--- src/rtl/caliptra_apb_initiator_if.sv ---
// Command, response and APB signal bundle for caliptra_apb_initiator.
// Latency: none, this file only declares wires.
// Backpressure: cmd_ready/rsp_ready handshakes; pready stretches the APB access phase.
interface caliptra_apb_initiator_if #(
  parameter int ADDR_W = 32,
  parameter int DATA_W = 32,
  parameter int USER_W = 32
);
  // Command channel
  logic              cmd_valid;
  logic              cmd_ready;
  logic              cmd_write;
  logic [ADDR_W-1:0] cmd_addr;
  logic [DATA_W-1:0] cmd_wdata;
  logic [USER_W-1:0] cmd_pauser;
  // Response channel
  logic              rsp_valid;
  logic              rsp_ready;
  logic [DATA_W-1:0] rsp_rdata;
  logic              rsp_err;
  logic              rsp_timeout;
  // APB requester side
  logic              psel;
  logic              penable;
  logic              pwrite;
  logic [ADDR_W-1:0] paddr;
  logic [DATA_W-1:0] pwdata;
  logic [USER_W-1:0] pauser;
  logic [DATA_W-1:0] prdata;
  logic              pready;
  logic              pslverr;

  // master: the initiator block itself
  modport master (
    input  cmd_valid, cmd_write, cmd_addr, cmd_wdata, cmd_pauser,
    output cmd_ready,
    output rsp_valid, rsp_rdata, rsp_err, rsp_timeout,
    input  rsp_ready,
    output psel, penable, pwrite, paddr, pwdata, pauser,
    input  prdata, pready, pslverr
  );

  // slave: the command source, response sink and APB responder around it
  modport slave (
    output cmd_valid, cmd_write, cmd_addr, cmd_wdata, cmd_pauser,
    input  cmd_ready,
    input  rsp_valid, rsp_rdata, rsp_err, rsp_timeout,
    output rsp_ready,
    input  psel, penable, pwrite, paddr, pwdata, pauser,
    output prdata, pready, pslverr
  );
endinterface

--- src/rtl/caliptra_apb_initiator.sv ---
// Hardware APB requester: one single-beat APB transfer per command, response returned on rsp channel.
// Latency: cmd accept at T -> rsp_valid at T+3 with zero wait states (T+1 for a misaligned command).
// Backpressure: cmd_ready low while busy; response held until rsp_ready; optional macro
// CALIPTRA_APB_INIT_TIMEOUT_EN aborts an ACCESS phase after TIMEOUT_CYCLES cycles.
module caliptra_apb_initiator #(
  parameter int ADDR_W         = 32,
  parameter int DATA_W         = 32,
  parameter int USER_W         = 32,
  parameter int TIMEOUT_CYCLES = 256
) (
  input logic                     clk,
  input logic                     rst_b,
  caliptra_apb_initiator_if.master bus
);

  typedef enum logic [1:0] {IDLE, SETUP, ACCESS, RESP} state_t;
  state_t state;

`ifdef CALIPTRA_APB_INIT_TIMEOUT_EN
  localparam int RAW_W = $clog2(TIMEOUT_CYCLES);
  localparam int CNT_W = (RAW_W < 8) ? 8 : ((RAW_W > 32) ? 32 : RAW_W);
  logic [CNT_W-1:0] to_cnt;
  logic             to_hit;
  logic             rsp_timeout_q;

  // Limit is reached on the TIMEOUT_CYCLES-th ACCESS cycle without pready
  assign to_hit          = (to_cnt == CNT_W'(TIMEOUT_CYCLES - 1));
  assign bus.rsp_timeout = rsp_timeout_q;
`else
  assign bus.rsp_timeout = 1'b0;
`endif

  // Single FSM: every output is a register updated on state transitions
  always_ff @(posedge clk or negedge rst_b) begin
    if (!rst_b) begin
      state         <= IDLE;
      bus.cmd_ready <= 1'b0;
      bus.rsp_valid <= 1'b0;
      bus.rsp_rdata <= '0;
      bus.rsp_err   <= 1'b0;
      bus.psel      <= 1'b0;
      bus.penable   <= 1'b0;
      bus.pwrite    <= 1'b0;
      bus.paddr     <= '0;
      bus.pwdata    <= '0;
      bus.pauser    <= '0;
`ifdef CALIPTRA_APB_INIT_TIMEOUT_EN
      to_cnt        <= '0;
      rsp_timeout_q <= 1'b0;
`endif
    end else begin
      case (state)
        IDLE: begin
          // cmd_ready rises one cycle after entering IDLE, giving the 5-cycle issue interval
          bus.cmd_ready <= 1'b1;
          if (bus.cmd_valid && bus.cmd_ready) begin
            bus.cmd_ready <= 1'b0;
            if (bus.cmd_addr[1:0] != 2'b00) begin
              // Misaligned: answer immediately, APB stays untouched
              bus.rsp_valid <= 1'b1;
              bus.rsp_err   <= 1'b1;
              bus.rsp_rdata <= '0;
`ifdef CALIPTRA_APB_INIT_TIMEOUT_EN
              rsp_timeout_q <= 1'b0;
`endif
              state <= RESP;
            end else begin
              bus.psel   <= 1'b1;
              bus.pwrite <= bus.cmd_write;
              bus.paddr  <= bus.cmd_addr;
              bus.pwdata <= bus.cmd_wdata;
              bus.pauser <= bus.cmd_pauser;
              state      <= SETUP;
            end
          end
        end

        SETUP: begin
          // pready is not looked at here; ACCESS always follows
          bus.penable <= 1'b1;
`ifdef CALIPTRA_APB_INIT_TIMEOUT_EN
          to_cnt <= '0;
`endif
          state <= ACCESS;
        end

        ACCESS: begin
          if (bus.pready) begin
            bus.psel      <= 1'b0;
            bus.penable   <= 1'b0;
            bus.rsp_valid <= 1'b1;
            bus.rsp_err   <= bus.pslverr;
            bus.rsp_rdata <= (!bus.pwrite && !bus.pslverr) ? bus.prdata : '0;
`ifdef CALIPTRA_APB_INIT_TIMEOUT_EN
            rsp_timeout_q <= 1'b0;
`endif
            state <= RESP;
          end
`ifdef CALIPTRA_APB_INIT_TIMEOUT_EN
          else if (to_hit) begin
            bus.psel      <= 1'b0;
            bus.penable   <= 1'b0;
            bus.rsp_valid <= 1'b1;
            bus.rsp_err   <= 1'b1;
            bus.rsp_rdata <= '0;
            rsp_timeout_q <= 1'b1;
            state         <= RESP;
          end else begin
            to_cnt <= to_cnt + 1'b1;
          end
`endif
        end

        RESP: begin
          // Response fields are only written on entry, so they stay stable here
          if (bus.rsp_valid && bus.rsp_ready) begin
            bus.rsp_valid <= 1'b0;
            state         <= IDLE;
          end
        end

        default: state <= IDLE;
      endcase
    end
  end

endmodule

--- src/flat_wrapper.sv ---
// flat-port wrapper written by rule: the top's interface ports become plain ports
module caliptra_apb_initiator_flat 
#(
  parameter int ADDR_W         = 32,
  parameter int DATA_W         = 32,
  parameter int USER_W         = 32,
  parameter int TIMEOUT_CYCLES = 256
)
  (clk, rst_b, bus_cmd_valid, bus_cmd_write, bus_cmd_addr, bus_cmd_wdata, bus_cmd_pauser, bus_cmd_ready, bus_rsp_valid, bus_rsp_rdata, bus_rsp_err, bus_rsp_timeout, bus_rsp_ready, bus_psel, bus_penable, bus_pwrite, bus_paddr, bus_pwdata, bus_pauser, bus_prdata, bus_pready, bus_pslverr);
  caliptra_apb_initiator_if #(.ADDR_W(ADDR_W), .DATA_W(DATA_W), .USER_W(USER_W)) bus_i ();
  input logic clk;
  input logic rst_b;
  input wire logic [$bits(bus_i.cmd_valid)-1:0] bus_cmd_valid;
  input wire logic [$bits(bus_i.cmd_write)-1:0] bus_cmd_write;
  input wire logic [$bits(bus_i.cmd_addr)-1:0] bus_cmd_addr;
  input wire logic [$bits(bus_i.cmd_wdata)-1:0] bus_cmd_wdata;
  input wire logic [$bits(bus_i.cmd_pauser)-1:0] bus_cmd_pauser;
  output wire logic [$bits(bus_i.cmd_ready)-1:0] bus_cmd_ready;
  output wire logic [$bits(bus_i.rsp_valid)-1:0] bus_rsp_valid;
  output wire logic [$bits(bus_i.rsp_rdata)-1:0] bus_rsp_rdata;
  output wire logic [$bits(bus_i.rsp_err)-1:0] bus_rsp_err;
  output wire logic [$bits(bus_i.rsp_timeout)-1:0] bus_rsp_timeout;
  input wire logic [$bits(bus_i.rsp_ready)-1:0] bus_rsp_ready;
  output wire logic [$bits(bus_i.psel)-1:0] bus_psel;
  output wire logic [$bits(bus_i.penable)-1:0] bus_penable;
  output wire logic [$bits(bus_i.pwrite)-1:0] bus_pwrite;
  output wire logic [$bits(bus_i.paddr)-1:0] bus_paddr;
  output wire logic [$bits(bus_i.pwdata)-1:0] bus_pwdata;
  output wire logic [$bits(bus_i.pauser)-1:0] bus_pauser;
  input wire logic [$bits(bus_i.prdata)-1:0] bus_prdata;
  input wire logic [$bits(bus_i.pready)-1:0] bus_pready;
  input wire logic [$bits(bus_i.pslverr)-1:0] bus_pslverr;
  assign bus_i.cmd_valid = bus_cmd_valid;
  assign bus_i.cmd_write = bus_cmd_write;
  assign bus_i.cmd_addr = bus_cmd_addr;
  assign bus_i.cmd_wdata = bus_cmd_wdata;
  assign bus_i.cmd_pauser = bus_cmd_pauser;
  assign bus_cmd_ready = bus_i.cmd_ready;
  assign bus_rsp_valid = bus_i.rsp_valid;
  assign bus_rsp_rdata = bus_i.rsp_rdata;
  assign bus_rsp_err = bus_i.rsp_err;
  assign bus_rsp_timeout = bus_i.rsp_timeout;
  assign bus_i.rsp_ready = bus_rsp_ready;
  assign bus_psel = bus_i.psel;
  assign bus_penable = bus_i.penable;
  assign bus_pwrite = bus_i.pwrite;
  assign bus_paddr = bus_i.paddr;
  assign bus_pwdata = bus_i.pwdata;
  assign bus_pauser = bus_i.pauser;
  assign bus_i.prdata = bus_prdata;
  assign bus_i.pready = bus_pready;
  assign bus_i.pslverr = bus_pslverr;
  caliptra_apb_initiator #(.ADDR_W(ADDR_W), .DATA_W(DATA_W), .USER_W(USER_W), .TIMEOUT_CYCLES(TIMEOUT_CYCLES)) u_core (.clk(clk), .rst_b(rst_b), .bus(bus_i));
endmodule
--- config.mk ---
export PLATFORM = sky130hd
export DESIGN_NAME = caliptra_apb_initiator_flat
export DESIGN_NICKNAME = d
export VERILOG_FILES = /design/src/rtl/caliptra_apb_initiator_if.sv /design/src/rtl/caliptra_apb_initiator.sv /design/src/flat_wrapper.sv
export SDC_FILE = /design/constraint.sdc
export NUM_CORES = 1
export LEC_CHECK = 0
export ABC_AREA = 0
export BUFFER_PORTS_ARGS = -buffer_cell sky130_fd_sc_hd__buf_2
export CAP_MARGIN = 20
export CELL_PAD_IN_SITES_DETAIL_PLACEMENT = 0
export CELL_PAD_IN_SITES_GLOBAL_PLACEMENT = 1
export CORE_UTILIZATION = 35
export CTS_BUF_LIST = sky130_fd_sc_hd__clkbuf_4 sky130_fd_sc_hd__clkbuf_8 sky130_fd_sc_hd__clkbuf_16
export CTS_CLUSTER_DIAMETER = 50
export DETAILED_ROUTE_END_ITERATION = 6
export HOLD_SLACK_MARGIN = 0.05
export PLACE_DENSITY_LB_ADDON = 0.1
export SLEW_MARGIN = 20
export SYNTH_ARGS = -nofsm -noshare
export SYNTH_HDL_FRONTEND = slang
export SYNTH_SLANG_ARGS = --single-unit
--- constraint.sdc ---
create_clock -name clk -period 2.5 [get_ports clk]
set_input_delay 0 -clock clk [delete_from_list [all_inputs] [get_ports clk]]
set_output_delay 0 -clock clk [all_outputs]
set_load 0.05 [all_outputs]
==> reports/results.ini <==
[yosys]
async_flop_share=1.000
synth_seq_area_share=0.6214
synth_cell_types=27
synth_top_cell_area_share=0.6214
synth.largest_area_cell=dfrtp_1
synth_seq_cells=136
synth-edff-count=0
netlist_top_cells_area=dfrtp_1, mux2_2, mux2i_1, mux2_1, inv_1
synth_most_common_cell=dfrtp_1
ys.flop_type=dfrtp_1
syn_area_um2=5477
synth_common_cells=dfrtp_1, mux2_2, inv_1
synth_warnings=0
syn_inst=384
syn_nets=524
avgSynthCellArea_um2=14.26

[hold_path]
hp-class=in2reg

[clock_network]
root_buffer=clkbuf_16
clk_latency_ns=0.41
cts.sinks=136
path_clk_slew_ns=0.06
numCtsBuffers=17
post-cts-setup-buffers=0
h-tree-depth=4
cts_tree=done
clk_path_buf_depth=2

[timing]
fin_skew_ns=0.004027
period_share=0.8930
finalSetupViolations=0
hold_violations=0
fin_ws_ns=0.2675
max_freq_mhz=447.9
tightest_slew_ns=0.8644
period_minus_slack_ns=2.233
worst_slew_margin_rel=0.4237
tns_ns=0
slew_viol_final=0
grt_setup_unrepaired=false

[detailed_routing]
antenna_left=0
wl_per_cell_um=14.58
routed_via_density=4.334
drc=0
via_count=4399
drt-initial-drc-count=79
wl_um=14800
drt_first_pass_iters=4

[power]
power_density_nw_per_um2=1475
ir_drop_mv=1.286
leakage_nw=4.570

[setup_path]
cp_max_fo=30
start_kind=flop
arrival_ns=2.53
cp.required_ns=2.80
worstSetupPathType=reg2reg
endpoint_kind=flop

[floorplan]
initial_core_util=0.3589
core_um2=15260
die_w_um=127.1
row_count=45
fp.dieH_um=127.1
die_area_um2=16150
ioPinCount=270

[grt]
antenna_found_initial=0
grt_pass1_wl_um=23510
use_met2=0.3468
grt_pass1_vias=4954
grt_overflow=0
busiest_layer=met2
met3_usage=0.06114
grt_usage=0.1887
grt_max_degree=95
grt.met1_usage=0.1981

[placement]
dp_slack_ns=0.2754
io_buffer_count=268
gp_congestion=0.7274
place_inst=851
hpwl_um=9630

[cells_and_area]
final_cells=1015
fillers=1225
synthToLayoutAreaGrowth_pct=64.82
regArea_um2=3403
multi_input_comb_area_um2=1814
fin_nets=931
drive_above_1_share=0.4851
diodes=0

[outcome]
status=completed

[job]
drv_cap=0

-- placed cells by master (no fill, tap or decap), types with 3 or more instances in the layout --
master	synthesis	final
buf_2	10	267
dfrtp_1	136	136
dlygate4sd3_1	0	132
mux2_2	80	80
inv_1	36	36
nand2_1	33	33
mux2i_1	33	33
mux2_1	17	17
clkbuf_16	0	17
ha_1	5	5
clkbuf_8	0	5
nor2_1	4	4
bufinv_16	0	4
clkinvlp_4	0	4
nand2b_1	3	3
nor2b_1	3	3
buf_12	0	3
buf_4	3	3
-- worst max-delay path: stages (launching register included) --
cell     delay [ns]
dfrtp_1        0.40
inv_1          0.12
ha_1           0.36
nand3_2        0.21
nor3_4         0.22
buf_4          0.41
mux2_2         0.39
-- cell families after synthesis --
family / synth area share
adder cells (fa/ha/maj): 0.01142
flip-flops: 0.6214
other: 0.0006847
AND/OR/NAND/NOR: 0.03838
multiplexers: 0.2598
AO/OA/AOI/OAI: 0.02011
buffers and inverters: 0.04821
-- repair_timing --
action,CTS,global route
endpoints found under the setup margin,0,0
hold endpoints to repair,225,0
hold buffers,132,0
resized for setup,0,0
-- where the power goes --
group	switching (W)	leakage (nW)	total, W	internal, W
clock	0.000951	0.311	0.00276	0.00181
combinational	0.00494	2.51	0.00682	0.00189
sequential	0.000513	1.75	0.00373	0.00322
total	0.00640	4.57	0.0133	0.00691
-- metrics by stage --
stage                     area [µm²]  total power (W)  hold slack [ns]    util
final                           9026          0.01331          0.08743  0.5916
after global routing            9026          0.01393           0.1250  0.5916
after CTS                       9026          0.01344          0.06363  0.5916
after detailed placement        7047          0.01046           0.1505  0.4618
after global placement          7047          0.01037           0.1456  0.4618
after floorplan                 5477         0.008836          -0.2956       -
-- area by class of cell --
cell class	count	area share
flip-flops and latches	136	0.3770
repair buffers	406	0.3048
multi-input cells	194	0.2010
clock buffers	22	0.05475
well taps	211	0.02925
clock inverters	10	0.01816
inverters	36	0.01497
-- layer usage --
layer | up-vias | routed length (µm)
met5 | - | 0
met4 | 0 | 223
met3 | 18 | 980
met2 | 157 | 7887
met1 | 2133 | 5705
li1 | 2091 | -
-- registers in the layout, indices dropped and copies added, names as in the netlist --
| signal | count |
|---|---|
| u_core.bus.rsp_valid | 1 |
| u_core.bus.rsp_err | 1 |
| u_core.state | 2 |
| u_core.bus.paddr | 32 |
| u_core.bus.pwdata | 32 |
| u_core.bus.penable | 1 |
| u_core.bus.psel | 1 |
| u_core.bus.rsp_rdata | 32 |
| u_core.bus.pauser | 32 |
| u_core.bus.pwrite | 1 |
| u_core.bus.cmd_ready | 1 |
-- path summary, 6_finish.rpt --
| kind | to | depth (start not counted) | slack [ns] | from |
|---|---|---|---|---|
| max reg2reg | u_core.bus.pwdata[15] | 6 | 0.27 | u_core.state[0] |
| min in group asynchronous | u_core.bus.rsp_rdata[4] | 2 | 0.25 | rst_b |
| min | u_core.bus.psel | 4 | 0.09 | bus_cmd_addr[0] |
| min reg2reg | u_core.bus.pauser[15] | 1 | 0.48 | u_core.bus.pauser[15] |
| max | u_core.bus.pwdata[15] | 6 | 0.27 | u_core.state[0] |
| max in group asynchronous | u_core.bus.rsp_rdata[26] | 3 | 1.49 | rst_b |
(Power assumes the default switching activity.)
